File: config.mk
export PLATFORM = sky130hd
export DESIGN_NAME = uart_rx
export DESIGN_NICKNAME = d
export VERILOG_FILES = /design/src/rtl/uart_rx_pkg.sv /design/src/rtl/uart_rx_fifo.sv /design/src/rtl/uart_rx.sv
export SDC_FILE = /design/constraint.sdc
export NUM_CORES = 1
export LEC_CHECK = 0
export ABC_AREA = 1
export CAP_MARGIN = 0
export CELL_PAD_IN_SITES_DETAIL_PLACEMENT = 0
export CELL_PAD_IN_SITES_GLOBAL_PLACEMENT = 1
export CORE_UTILIZATION = 30
export CTS_BUF_LIST = sky130_fd_sc_hd__clkbuf_4
export DETAILED_ROUTE_END_ITERATION = 10
export GPL_TIMING_DRIVEN = 0
export HOLD_SLACK_MARGIN = 0.08
export PLACE_DENSITY_LB_ADDON = 0.3
export SYNTH_ARGS = -nofsm -noshare
export SYNTH_HDL_FRONTEND = slang
export SYNTH_SLANG_ARGS = --single-unit
File: constraint.sdc
create_clock -name clk -period 3.5 [get_ports clk]
set_clock_uncertainty 0.2 [all_clocks]
set_input_delay 0.525 -clock clk [delete_from_list [all_inputs] [get_ports clk]]
set_output_delay 0.525 -clock clk [all_outputs]
set_load 0.005 [all_outputs]
File: src/rtl/uart_rx_pkg.sv
// Shared types and constants for the memory-mapped UART receiver.
// Register word offsets are decoded on addr[4:2].
package uart_rx_pkg;

    typedef enum logic [2:0] {
        IDLE,
        START,
        DATA,
        PARITY,
        STOP1,
        STOP2,
        COMMIT
    } rx_state_e;

    localparam logic [2:0] REG_DATA   = 3'd0;
    localparam logic [2:0] REG_CTRL   = 3'd1;
    localparam logic [2:0] REG_STATUS = 3'd2;
    localparam logic [2:0] REG_DIV    = 3'd3;

    localparam int CTRL_RX_EN    = 0;
    localparam int CTRL_TWO_STOP = 1;
    localparam int CTRL_ODD_PAR  = 2;
    localparam int CTRL_IRQ_EN   = 3;

    localparam int STAT_EMPTY   = 0;
    localparam int STAT_FULL    = 1;
    localparam int STAT_PAR_ERR = 2;
    localparam int STAT_FRM_ERR = 3;
    localparam int STAT_OVERRUN = 4;
    localparam int STAT_CNT_LSB = 5;

    localparam int MIN_DIV = 4;

    // Parity bit a correct transmitter would send for this byte.
    function automatic logic parity_bit(input logic [7:0] d, input logic odd);
        return odd ? ~^d : ^d;
    endfunction

endpackage

File: src/rtl/uart_rx_fifo.sv
// Receive FIFO with first-word-fall-through head; a pop frees space for a
// same-cycle push even when full, and pops on empty are ignored.
module rx_fifo #(
    parameter int DEPTH = 8,
    parameter int W     = 8
) (
    input  logic                       clk,
    input  logic                       reset,
    input  logic                       i_push,
    input  logic                       i_pop,
    input  logic [W-1:0]               i_data_in,
    output logic [W-1:0]               o_data_out,
    output logic [$clog2(DEPTH):0]     o_count,
    output logic                       o_empty,
    output logic                       o_full
);
    localparam int AW = $clog2(DEPTH);

    logic [W-1:0]  r_mem [DEPTH];
    logic [AW-1:0] r_wr_ptr;
    logic [AW-1:0] r_rd_ptr;
    logic [AW:0]   r_count;
    logic          w_do_push;
    logic          w_do_pop;

    assign o_empty    = (r_count == (AW+1)'(0));
    assign o_full     = (r_count == (AW+1)'(DEPTH));
    assign o_count    = r_count;
    assign w_do_pop   = i_pop & ~o_empty;
    assign w_do_push  = i_push & (~o_full | w_do_pop);
    assign o_data_out = o_empty ? W'(0) : r_mem[r_rd_ptr];

    // Storage array, written on accepted pushes.
    always_ff @(posedge clk) begin
        if (w_do_push) begin
            r_mem[r_wr_ptr] <= i_data_in;
        end
    end

    // Pointers wrap naturally at the power-of-two depth.
    always_ff @(posedge clk or negedge reset) begin
        if (!reset) begin
            r_wr_ptr <= AW'(0);
            r_rd_ptr <= AW'(0);
            r_count  <= (AW+1)'(0);
        end else begin
            if (w_do_push) begin
                r_wr_ptr <= r_wr_ptr + AW'(1);
            end
            if (w_do_pop) begin
                r_rd_ptr <= r_rd_ptr + AW'(1);
            end
            case ({w_do_push, w_do_pop})
                2'b10:   r_count <= r_count + (AW+1)'(1);
                2'b01:   r_count <= r_count - (AW+1)'(1);
                default: r_count <= r_count;
            endcase
        end
    end

endmodule

File: src/rtl/uart_rx.sv
// UART receiver: synchronises Rx_in, deframes 8E/8O with 1 or 2 stop bits,
// and queues bytes in a FIFO popped by DATA register reads.
module uart_rx
    import uart_rx_pkg::*;
#(
    parameter int FIFO_DEPTH = 8,
    parameter int DIV_W      = 14
) (
    input  logic        clk,
    input  logic        reset,
    input  logic [31:0] addr,
    input  logic [31:0] wdata,
    input  logic        wr_en,
    input  logic        rd_en,
    input  logic        Rx_in,
    output logic [31:0] rdata,
    output logic        rx_irq
);
    localparam int CNT_W = $clog2(FIFO_DEPTH) + 1;

    rx_state_e        r_state;
    rx_state_e        w_state_nxt;
    logic [3:0]       r_ctrl;
    logic [DIV_W-1:0] r_div;
    logic [DIV_W-1:0] r_baud_cnt;
    logic [DIV_W-1:0] w_baud_nxt;
    logic [2:0]       r_bit_cnt;
    logic [2:0]       w_bit_nxt;
    logic [7:0]       r_shift;
    logic [7:0]       w_shift_nxt;
    logic             r_sync1;
    logic             r_sync2;
    logic             r_sync_d;
    logic             r_parity_err;
    logic             r_frame_err;
    logic             r_overrun;
    logic             r_irq;
    logic             w_set_perr;
    logic             w_set_ferr;
    logic             w_commit;
    logic             w_enable;
    logic             w_fall;
    logic             w_half_hit;
    logic             w_bit_hit;
    logic             w_pop;
    logic             w_wr_ctrl;
    logic             w_wr_status;
    logic             w_wr_div;
    logic [7:0]       w_fifo_head;
    logic [CNT_W-1:0] w_fifo_count;
    logic             w_fifo_empty;
    logic             w_fifo_full;
    logic [31:0]      w_status;
    logic [31:0]      w_rdata;
    logic             w_unused;

    assign w_enable    = r_ctrl[CTRL_RX_EN] & (r_div >= DIV_W'(MIN_DIV));
    assign w_fall      = r_sync_d & ~r_sync2;
    assign w_half_hit  = (r_baud_cnt == ((r_div >> 1) - DIV_W'(1)));
    assign w_bit_hit   = (r_baud_cnt == (r_div - DIV_W'(1)));
    assign w_pop       = rd_en & (addr[4:2] == REG_DATA);
    assign w_wr_ctrl   = wr_en & (addr[4:2] == REG_CTRL);
    assign w_wr_status = wr_en & (addr[4:2] == REG_STATUS);
    assign w_wr_div    = wr_en & (addr[4:2] == REG_DIV);
    assign w_unused    = ^{addr[31:5], addr[1:0], wdata[31:DIV_W]};

    // Two-flop synchroniser plus one delay stage for falling-edge detection.
    always_ff @(posedge clk or negedge reset) begin
        if (!reset) begin
            r_sync1  <= 1'b1;
            r_sync2  <= 1'b1;
            r_sync_d <= 1'b1;
        end else begin
            r_sync1  <= Rx_in;
            r_sync2  <= r_sync1;
            r_sync_d <= r_sync2;
        end
    end

    // Receive FSM and bit-timing state.
    always_ff @(posedge clk or negedge reset) begin
        if (!reset) begin
            r_state    <= IDLE;
            r_baud_cnt <= DIV_W'(0);
            r_bit_cnt  <= 3'd0;
            r_shift    <= 8'h00;
        end else begin
            r_state    <= w_state_nxt;
            r_baud_cnt <= w_baud_nxt;
            r_bit_cnt  <= w_bit_nxt;
            r_shift    <= w_shift_nxt;
        end
    end

    // Next-state logic; disabling the receiver forces IDLE with no side effects.
    always_comb begin
        w_state_nxt = r_state;
        w_baud_nxt  = r_baud_cnt + DIV_W'(1);
        w_bit_nxt   = r_bit_cnt;
        w_shift_nxt = r_shift;
        w_set_perr  = 1'b0;
        w_set_ferr  = 1'b0;
        w_commit    = 1'b0;
        if (!w_enable) begin
            w_state_nxt = IDLE;
            w_baud_nxt  = DIV_W'(0);
        end else begin
            case (r_state)
                IDLE: begin
                    w_baud_nxt = DIV_W'(0);
                    if (w_fall) begin
                        w_state_nxt = START;
                    end else begin
                        w_state_nxt = IDLE;
                    end
                end
                START: begin
                    if (w_half_hit) begin
                        w_baud_nxt  = DIV_W'(0);
                        w_bit_nxt   = 3'd0;
                        w_state_nxt = r_sync2 ? IDLE : DATA;
                    end else begin
                        w_state_nxt = START;
                    end
                end
                DATA: begin
                    if (w_bit_hit) begin
                        w_baud_nxt  = DIV_W'(0);
                        w_shift_nxt = {r_sync2, r_shift[7:1]};
                        w_bit_nxt   = r_bit_cnt + 3'd1;
                        w_state_nxt = (r_bit_cnt == 3'd7) ? PARITY : DATA;
                    end else begin
                        w_state_nxt = DATA;
                    end
                end
                PARITY: begin
                    if (w_bit_hit) begin
                        w_baud_nxt  = DIV_W'(0);
                        w_set_perr  = (r_sync2 != parity_bit(r_shift, r_ctrl[CTRL_ODD_PAR]));
                        w_state_nxt = STOP1;
                    end else begin
                        w_state_nxt = PARITY;
                    end
                end
                STOP1: begin
                    if (w_bit_hit) begin
                        w_baud_nxt  = DIV_W'(0);
                        w_set_ferr  = ~r_sync2;
                        w_state_nxt = r_ctrl[CTRL_TWO_STOP] ? STOP2 : COMMIT;
                    end else begin
                        w_state_nxt = STOP1;
                    end
                end
                STOP2: begin
                    if (w_bit_hit) begin
                        w_baud_nxt  = DIV_W'(0);
                        w_set_ferr  = ~r_sync2;
                        w_state_nxt = COMMIT;
                    end else begin
                        w_state_nxt = STOP2;
                    end
                end
                COMMIT: begin
                    w_baud_nxt  = DIV_W'(0);
                    w_commit    = 1'b1;
                    w_state_nxt = IDLE;
                end
                default: begin
                    w_baud_nxt  = DIV_W'(0);
                    w_state_nxt = IDLE;
                end
            endcase
        end
    end

    rx_fifo #(
        .DEPTH (FIFO_DEPTH),
        .W     (8)
    ) u_fifo (
        .clk        (clk),
        .reset      (reset),
        .i_push     (w_commit),
        .i_pop      (w_pop),
        .i_data_in  (r_shift),
        .o_data_out (w_fifo_head),
        .o_count    (w_fifo_count),
        .o_empty    (w_fifo_empty),
        .o_full     (w_fifo_full)
    );

    // Control registers, sticky error flags (set wins over W1C) and interrupt.
    always_ff @(posedge clk or negedge reset) begin
        if (!reset) begin
            r_ctrl       <= 4'h0;
            r_div        <= DIV_W'(0);
            r_parity_err <= 1'b0;
            r_frame_err  <= 1'b0;
            r_overrun    <= 1'b0;
            r_irq        <= 1'b0;
        end else begin
            if (w_wr_ctrl) begin
                r_ctrl <= wdata[3:0];
            end
            if (w_wr_div) begin
                r_div <= wdata[DIV_W-1:0];
            end
            r_parity_err <= w_set_perr |
                            (r_parity_err & ~(w_wr_status & wdata[STAT_PAR_ERR]));
            r_frame_err  <= w_set_ferr |
                            (r_frame_err & ~(w_wr_status & wdata[STAT_FRM_ERR]));
            r_overrun    <= (w_commit & w_fifo_full & ~w_pop) |
                            (r_overrun & ~(w_wr_status & wdata[STAT_OVERRUN]));
            r_irq        <= r_ctrl[CTRL_IRQ_EN] & ~w_fifo_empty;
        end
    end

    // Status word assembly.
    always_comb begin
        w_status                           = 32'h0000_0000;
        w_status[STAT_EMPTY]               = w_fifo_empty;
        w_status[STAT_FULL]                = w_fifo_full;
        w_status[STAT_PAR_ERR]             = r_parity_err;
        w_status[STAT_FRM_ERR]             = r_frame_err;
        w_status[STAT_OVERRUN]             = r_overrun;
        w_status[STAT_CNT_LSB +: CNT_W]    = w_fifo_count;
    end

    // Combinational read mux, zero when not reading.
    always_comb begin
        w_rdata = 32'h0000_0000;
        if (rd_en) begin
            case (addr[4:2])
                REG_DATA:   w_rdata = {24'h00_0000, w_fifo_head};
                REG_CTRL:   w_rdata = {28'h000_0000, r_ctrl};
                REG_STATUS: w_rdata = w_status;
                REG_DIV:    w_rdata = {{(32-DIV_W){1'b0}}, r_div};
                default:    w_rdata = 32'h0000_0000;
            endcase
        end else begin
            w_rdata = 32'h0000_0000;
        end
    end

    assign rdata  = w_rdata;
    assign rx_irq = r_irq;

endmodule

==> results_dict.tcl, run 1 <==
set metrics [dict create \
    status "complete, no violations" \
    whs_endpoint "r_sync2" \
    post_dp_cell_area_mm2 0.00798 \
    ys_seq_elements 127 \
    cp_max_fo 10 \
    synth_top_area_share_pct 27.0 \
    r2r-start "r_div[8]" \
    setup_viol 0 \
    postLayoutCellArea_mm2 0.00839 \
    start_kind "flop" \
    ys_warn_count 0 \
    initial_core_util_pct 30.4 \
    leakage_nw 3.51 \
    ys_seq_area_share_pct 49.2 \
    via_per_inst 4.61 \
    layout-drive-gt1-share_pct 13.5 \
    synth_ff_type "edfxtp_1" \
    switchingPower_mw 1.58 \
    hold_class "reg2reg" \
    gr-total-overflow 0 \
    clk_pin_slew_ps 130 \
    area_delta_synth_final_pct 17.7 \
    combinationalPowerShare_pct 32.2 \
    reg2regPathDepth 9 \
    power_frac_seq_pct 43.2 \
    worstSetupEndpointType "output pin" \
    place.gp.congestion 0.831 \
    drt-initial-drc-count 333 \
    syn_area_mm2 0.00712 \
    required_ps 2770 \
    drcViolationCount 0 \
    first_pass_iters 5 \
    period_share_pct 97.9 \
    grt_pass1_vias 5395 \
    clock_path_buffers 2 \
    internal_power_mw 2.52 \
    layout_commonest_cell "nand2_1" \
    synth_cell_types 47 \
    final_antenna_net_count 0 \
    worstPathCellList "clkbuf_4 -> o21ai_0 -> o221ai_1 -> o211ai_1 -> a31oi_1 -> clkdlybuf4s50_1" \
    swShare_pct 38.6 \
    p_clk_share_pct 24.6 \
    grt_setup_unrepaired "no" \
    grt_max_degree 44 \
    hold_viol_final 0 \
    max_stage_delay_ps 560 \
    core_mm2 0.0234 \
    placementRows 56 \
    fin_crit_ps 3430 \
    async_flop_share_pct 49.6 \
    clock_latency_ps 560 \
    fin_cells 1231 \
    die_w_um 156 \
    dp_hpwl_um 14700 \
    die_y_um 156 \
    post_drt_wl_per_cell_um 16.0 \
    die-area_mm2 0.0244 \
    detailedPlace.worstSlack_ps -592 \
    cts_sinks 127 \
    ys_top_cells_by_area "edfxtp_1 27%, dfrtp_1 21%, nand2_1 9.5%, nor2_1 5.5%, inv_1 4.6%" \
    synth_edf_count 64 \
    worst_pin_slew_ps 890 \
    mostFrequentLayoutCells "180 x nand2_1, 103 x nor2_1, 88 x inv_1" \
    grt_pass1_wl_um 30700 \
    setup_slack_ps 74.8 \
    io_buffers 36 \
    clockRootBuffer "clkbuf_4" \
    vias 5670 \
    holdPathStages 0 \
    synth_cells 820 \
    cts_buffers 17 \
    nNetsFinal 979 \
    drv_cap 0 \
    p_per_area_mw_per_mm2 490 \
    ios 102 \
    criticalPathCategory "reg2out" \
    rrSetupSlack_ps 200 \
    vdd_drop_max_mv 0.186 \
    final.setup.tns_ps 0 \
    antenna_found_initial 1 \
    cts_tree "yes" \
    min-delay-start "r_sync1" \
    dp.cells 1193 \
    cp_slowest_cell "clkdlybuf4s50_1" \
    routed_wl_um 19700 \
    grt_use_total_pct 17.1 \
    finalMaxSlewViolations 0 \
    whs_ps 154 \
    fin_util_pct 35.8 \
    cp.arrival_ps 2700 \
    avgSynthCellArea_um2 8.69 \
    r2r-end "u_fifo.r_mem[6][4]" \
    synth.largest_area_cell "edfxtp_1" \
    fmax_mhz 292 \
    total_power_mw 4.11 \
    cts_max_level 4 \
    slew-limit-headroom_pct 40.4 \
]
worst max-delay path, delay by kind of cell, from the launching register on:
kind	cells	cell delay [ps]
AOI/OAI and AO/OA	4	870
buffers and inverters	2	810
DFF	1	470
per-layer routing:
layer / wire length [um] / global-route usage [%] / share of wire (%) / vias up
met5: 0 / 0 / 0 / -
met2: 8610 / 25.9 / 44 / 127
met1: 9880 / 24.6 / 50 / 2681
met4: 236 / 5.51 / 1.2 / 0
met3: 986 / 2.92 / 5.0 / 14
li1: - / - / - / 2848
area by class of cell:
cell class              instances  area [um2]
plain buffers                  39         260
inverters                      95         357
clock inverters                14         134
multi-input cells             575        3160
diodes                          1        2.50
repair buffers                 43         433
flip-flops and latches        127        3510
well taps                     319         399
fillers                      2487       15000
clock buffers                  18         135
power by group through the flow:
stage	Combinational (mW)	Sequential (mW)	Clock, mW
after floorplan	0.883	1.75	0
after global placement	1.26	1.79	0
after detailed placement	1.27	1.79	0
after CTS	1.29	1.77	1.04
after global routing	1.48	1.79	1.09
final	1.32	1.77	1.01
sequential cells by signal, indices dropped and copies added, names as in the netlist, 3 cells and up:
signal / count
r_div: 14
u_fifo.r_wr_ptr: 3
r_baud_cnt: 14
r_ctrl: 4
u_fifo.r_mem: 64
r_bit_cnt: 3
r_state: 3
u_fifo.o_count: 4
u_fifo.r_rd_ptr: 3
r_shift: 8
synth_stat cells, types with 7 or more instances:
| cell type | count |
|---|---|
| buf_4 | 19 |
| o21ai_0 | 41 |
| xor2_1 | 22 |
| nand2_1 | 180 |
| dfrtp_1 | 60 |
| inv_1 | 88 |
| ha_1 | 11 |
| nand3_1 | 54 |
| clkbuf_1 | 16 |
| nor2_1 | 104 |
| o21ai_2 | 8 |
| a21oi_1 | 18 |
| o221ai_1 | 13 |
| a22oi_1 | 7 |
| mux2i_1 | 13 |
| nor2_4 | 8 |
| nor3_1 | 16 |
| edfxtp_1 | 64 |
| nand4_1 | 9 |
| xnor2_1 | 16 |
worst max-delay path by stage:
stage / to / from / slack [ps] / cells past startpoint
after floorplan: u_fifo.r_mem[1][0] / addr[4] / 810 / 9
after CTS: rdata[0] / u_fifo.r_rd_ptr[1] / 20 / 5
after global routing: rdata[4] / u_fifo.r_rd_ptr[0] / 0.5 / 7
after global placement: r_shift[5] / reset / -810 / 1
final: rdata[2] / u_fifo.r_rd_ptr[1] / 70 / 6
after detailed placement: u_fifo.r_mem[3][6] / addr[4] / -590 / 10
cell families (layout without fill, tap and decap cells):
group,count (synthesis),count (layout),share of synthesized area [%]
fa+ha+maj,12,12,2.21
flops,127,127,49.2
xor+xnor,39,39,4.99
mux,13,13,1.83
compound gates,103,103,9.22
other cells,1,19,0.0526
simple gates,390,390,24.2
buf+inv,135,209,8.36
what timing repair did:
item | 4_1_cts | 5_1_grt
gates resized for setup | 16 | 15
setup buffers | 1 | 4
hold buffers | 1 | 0
endpoints found under the hold margin | 60 | 0
pin swaps | 1 | 2
endpoints found under the setup margin | 22 | 24
(Power assumes the default switching activity.)
==> inputs of run 2 (changes only) <==
- TNS_END_PERCENT: unset -> 20
- clock period: 3.5 -> 3.7 ns (I/O delays scaled with it)
==> results_dict.tcl, run 2 (synthesized netlist as in run 1, its figures left out) <==
set metrics [dict create \
    internal_power_mw 2.36 \
    core_mm2 0.0234 \
    layout_commonest_cell "nand2_1" \
    fmax_mhz 280 \
    reg_top3 "u_fifo.r_mem (64), r_baud_cnt (14), r_div (14)" \
    setup_viol 0 \
    via_per_inst 4.62 \
    cts_max_level 4 \
    fin_crit_ps 3570 \
    die_y_um 156 \
    worstPathCellList "buf_2 -> o21ai_0 -> o221ai_1 -> o211ai_1 -> a31oi_1 -> clkdlybuf4s50_1" \
    swShare_pct 38.6 \
    p_per_area_mw_per_mm2 463 \
    die-area_mm2 0.0244 \
    grt_pass1_vias 5393 \
    grt_setup_unrepaired "no" \
    path_delay_family "compound AO/OA/AOI/OAI gates" \
    min-delay-start "r_sync1" \
    r2r-end "u_fifo.r_mem[6][4]" \
    cp_max_fo 10 \
    nNetsFinal 975 \
    dp_hpwl_um 14700 \
    regMostFlops "u_fifo.r_mem" \
    vias 5666 \
    fillers 2487 \
    largest_reg_flops 64 \
    max_stage_delay_ps 560 \
    power_frac_seq_pct 43.6 \
    place.gp.congestion 0.831 \
    cp.arrival_ps 2810 \
    holdPathStages 0 \
    post_drt_wl_per_cell_um 16.0 \
    vdd_drop_max_mv 0.174 \
    combinationalPowerShare_pct 31.6 \
    routed_wl_um 19700 \
    fin_cells 1227 \
    clockRootBuffer "clkbuf_4" \
    hold_viol_final 0 \
    die_w_um 156 \
    seq_area_mm2 0.00350 \
    drt-initial-drc-count 340 \
    initial_core_util_pct 30.4 \
    multi_input_area_mm2 0.00312 \
    criticalPathCategory "reg2out" \
    required_ps 2940 \
    clock_path_buffers 2 \
    r2r-start "r_div[6]" \
    grt_pass1_wl_um 30700 \
    status "complete, no violations" \
    first_pass_iters 5 \
    period_share_pct 96.4 \
    clk_pin_slew_ps 130 \
    worst_pin_slew_ps 866 \
    start_kind "flop" \
    antenna_found_initial 1 \
    worstSetupEndpointType "output pin" \
    clock_latency_ps 560 \
    cts_tree "yes" \
    whs_ps 154 \
    rrSetupSlack_ps 310 \
    drcViolationCount 0 \
    grt_use_total_pct 17.1 \
    slew-limit-headroom_pct 41.9 \
    finalMaxSlewViolations 0 \
    area_delta_synth_final_pct 16.5 \
    fin_util_pct 35.5 \
    reg2regPathDepth 9 \
    placementRows 56 \
    ios 102 \
    whs_endpoint "r_sync2" \
    mostFrequentLayoutCells "180 x nand2_1, 104 x nor2_1, 88 x inv_1" \
    hold_class "reg2reg" \
    final_antenna_net_count 0 \
    p_clk_share_pct 24.8 \
    cp_slowest_cell "clkdlybuf4s50_1" \
    cts_sinks 127 \
    cts_buffers 17 \
    layout-drive-gt1-share_pct 12.1 \
    grt_max_degree 44 \
    dp.cells 1193 \
    leakage_nw 3.49 \
    switchingPower_mw 1.48 \
    gr-total-overflow 0 \
    io_buffers 36 \
    drv_cap 0 \
    crit_buf_inv 2 \
]
[run 2: power groups by stage]
| stage | logic (mW) | registers, mW | clock network [mW] |
|---|---|---|---|
| 6_report | 1.21 | 1.68 | 0.952 |
| 5_1_grt | 1.36 | 1.69 | 1.03 |
| 4_1_cts | 1.21 | 1.67 | 0.980 |
| 3_5_place_dp | 1.20 | 1.69 | 0 |
| 3_3_place_gp | 1.19 | 1.69 | 0 |
| 2_1_floorplan | 0.835 | 1.66 | 0 |
[run 2: final cells by class]
class | count | area share [%]
clock buffer | 18 | 1.63
timing repair buffer | 39 | 4.85
multi-input combinational | 575 | 37.5
inverter | 95 | 4.30
tap | 319 | 4.81
clock inverter | 14 | 1.61
buffer | 39 | 3.03
antenna | 1 | 0.0301
sequential | 127 | 42.2
[run 2: worst max path at each step]
| stage | from | endpoint | slack, ps | cells past startpoint |
|---|---|---|---|---|
| 2_1_floorplan | addr[4] | u_fifo.r_mem[1][0] | 980 | 9 |
| 3_3_place_gp | reset | r_shift[5] | -640 | 1 |
| 4_1_cts | addr[4] | rdata[3] | 90 | 5 |
| 6_report | u_fifo.r_rd_ptr[1] | rdata[2] | 130 | 6 |
| 5_1_grt | u_fifo.r_rd_ptr[1] | rdata[3] | 10 | 6 |
| 3_5_place_dp | addr[4] | u_fifo.r_mem[3][6] | -420 | 10 |
[run 2: stage by stage]
step	power [mW]	setup WS [ps]	cell area, um2	TNS, ps
finish	3.84	133	8300	0
global placement	2.89	-640	7950	-49400
detailed placement	2.89	-422	7980	-8240
floorplan	2.49	978	7190	0
CTS	3.86	87.6	8290	0
global route	4.07	11.5	8300	0
[run 2: worst register-to-register path, cell delays in order (launching register included)]
cell     delay [ps]
dfrtp_1         570
nor2_1          130
nand2_1         180
nor2_4           80
a21oi_4         340
nand4_2         290
nor2_4          270
inv_2            60
or2_4           260
nor2_1          650
[run 2: repair_timing]
item                       CTS  global route
hold endpoints to repair    60             0
setup buffers                1             0
setup endpoints to repair   18             5
resized for setup           11             7
pin swaps                    1             0
hold buffers                 1             0
[run 2: routing by layer]
layer,vias up,track usage (%),share of wire (%),wire [um]
li1,2836,-,-,-
met1,2673,24.6,50,9890
met2,139,26.0,44,8610
met3,18,2.89,4.8,937
met4,0,5.32,1.3,257
met5,-,0,0,0
==> inputs of run 3 (changes only) <==
- GPL_TIMING_DRIVEN: 0 -> unset
==> results_dict.tcl, run 3 (synthesized netlist as in run 1, its figures left out) <==
set metrics [dict create \
    status "complete, no violations" \
    worstSetupEndpointType "output pin" \
    start_kind "flop" \
    required_ps 2940 \
    grt_pass1_vias 5262 \
    post_dp_cell_area_mm2 0.00793 \
    period_share_pct 94.7 \
    initial_core_util_pct 30.4 \
    die_w_um 156 \
    fmax_mhz 285 \
    clock_path_buffers 2 \
    via_per_inst 4.55 \
    final.setup.tns_ps 0 \
    multi_input_area_mm2 0.00309 \
    clk_pin_slew_ps 120 \
    regMostFlops "u_fifo.r_mem" \
    cts_buffers 17 \
    cts_max_level 4 \
    hold_viol_final 0 \
    p_per_area_mw_per_mm2 479 \
    rrSetupSlack_ps 670 \
    drcViolationCount 0 \
    cp.arrival_ps 2750 \
    setup_slack_ps 196 \
    final_antenna_net_count 0 \
    nNetsFinal 962 \
    swShare_pct 35.4 \
    drv_cap 0 \
    clock_latency_ps 550 \
    grt_setup_unrepaired "no" \
    r2r-end "u_fifo.o_count[3]" \
    routed_wl_um 18600 \
    reg_top3 "u_fifo.r_mem (64), r_baud_cnt (14), r_div (14)" \
    crit_path_end "rdata[4]" \
    placementRows 56 \
    core_mm2 0.0234 \
    place.gp.congestion 0.855 \
    fin_util_pct 35.4 \
    finalMaxSlewViolations 0 \
    die-area_mm2 0.0244 \
    power_frac_seq_pct 42.5 \
    leakage_nw 3.48 \
    internal_power_mw 2.56 \
    detailedPlace.worstSlack_ps 276 \
    largest_reg_flops 64 \
    fillers 2476 \
    grt_pass1_wl_um 29400 \
    vdd_drop_max_mv 0.155 \
    cts_tree "yes" \
    total_power_mw 3.96 \
    io_buffers 36 \
    seq_area_mm2 0.00350 \
    p_clk_share_pct 28.6 \
    drt-initial-drc-count 397 \
    die_y_um 156 \
    first_pass_iters 5 \
    layout-drive-gt1-share_pct 11.6 \
    slew-limit-headroom_pct 53.0 \
    antenna_found_initial 1 \
    clockRootBuffer "clkbuf_4" \
    hold_class "reg2reg" \
    post_drt_wl_per_cell_um 15.3 \
    reg2regPathDepth 16 \
    worst_pin_slew_ps 705 \
    mostFrequentLayoutCells "180 x nand2_1, 104 x nor2_1, 88 x inv_1" \
    dp_hpwl_um 14000 \
    criticalPathCategory "reg2out" \
    setup_viol 0 \
    cts_sinks 127 \
    fin_crit_ps 3500 \
    postLayoutCellArea_mm2 0.00828 \
    layout_commonest_cell "nand2_1" \
    switchingPower_mw 1.40 \
    crit_start "u_fifo.r_rd_ptr[0]" \
    vias 5525 \
    combinationalPowerShare_pct 28.9 \
    area_delta_synth_final_pct 16.2 \
    ios 102 \
    grt_use_total_pct 16.1 \
    cp_max_fo 11 \
    r2r-start "u_fifo.o_count[0]" \
    grt_max_degree 37 \
    gr-total-overflow 0 \
]
==> run 3: changes by cell type in the layout (fill, tap and decap cells not counted), moves of 3 or more <==
cell	before	now
nor3_1	13	16
bufinv_16	1	4
buf_4	21	27
clkbuf_1	8	0
clkbuf_4	21	18
clkinv_4	2	5
clkbuf_2	3	0
==> run 3: layout make-up <==
| cell class | instances | share of cell area (%) |
|---|---|---|
| repair buffers | 65 | 7.10 |
| flip-flops and latches | 127 | 42.3 |
| multi-input cells | 575 | 37.3 |
| clock buffers | 18 | 1.63 |
| clock inverters | 14 | 2.49 |
| well taps | 319 | 4.82 |
| inverters | 95 | 4.31 |
| diodes | 1 | 0.0302 |
==> run 3: per-layer routing <==
metal,part of all wire (%),track usage (%)
met1,52,23.8
met2,44,23.9
met4,0.98,5.23
met3,3.1,2.33
met5,0,0
==> run 3: worst min path at each step <==
stage / from / end / slack, ps / cells past startpoint
2_1_floorplan: reset / r_baud_cnt[0] / 60 / 0
3_3_place_gp: r_sync1 / r_sync2 / 150 / 0
3_5_place_dp: r_sync1 / r_sync2 / 150 / 0
4_1_cts: Rx_in / r_sync1 / 150 / 1
5_1_grt: r_sync1 / r_sync2 / 170 / 0
6_report: r_sync1 / r_sync2 / 160 / 0
==> run 3: repair_timing <==
action / in CTS / in global routing
buffers inserted: 0 / 0
hold buffers: 1 / 0
setup endpoints to repair: 0 / 6
resized for setup: 0 / 1
hold endpoints to repair: 27 / 0
==> run 3: worst max-delay path, cell delays in order, from the launching register on <==
cell	delay, ps
dfrtp_1	410
inv_1	330
buf_4	280
nor2_1	50
o221ai_1	240
nand3_1	150
a21oi_1	210
clkdlybuf4s50_1	540
==> run 3: stage by stage <==
step                instances  hold WS [ps]
floorplan                 837          59.4
global placement         1180           145
detailed placement       1180           147
CTS                      1213           148
global route             1214           167
finish                   1214           164
==> run 3: power by group through the flow <==
stage / Sequential [mW] / Combinational (mW) / Clock (mW)
2_1_floorplan: 1.66 / 0.835 / 0
3_3_place_gp: 1.71 / 1.16 / 0
3_5_place_dp: 1.71 / 1.16 / 0
4_1_cts: 1.68 / 1.16 / 1.17
5_1_grt: 1.70 / 1.30 / 1.21
6_report: 1.68 / 1.15 / 1.13
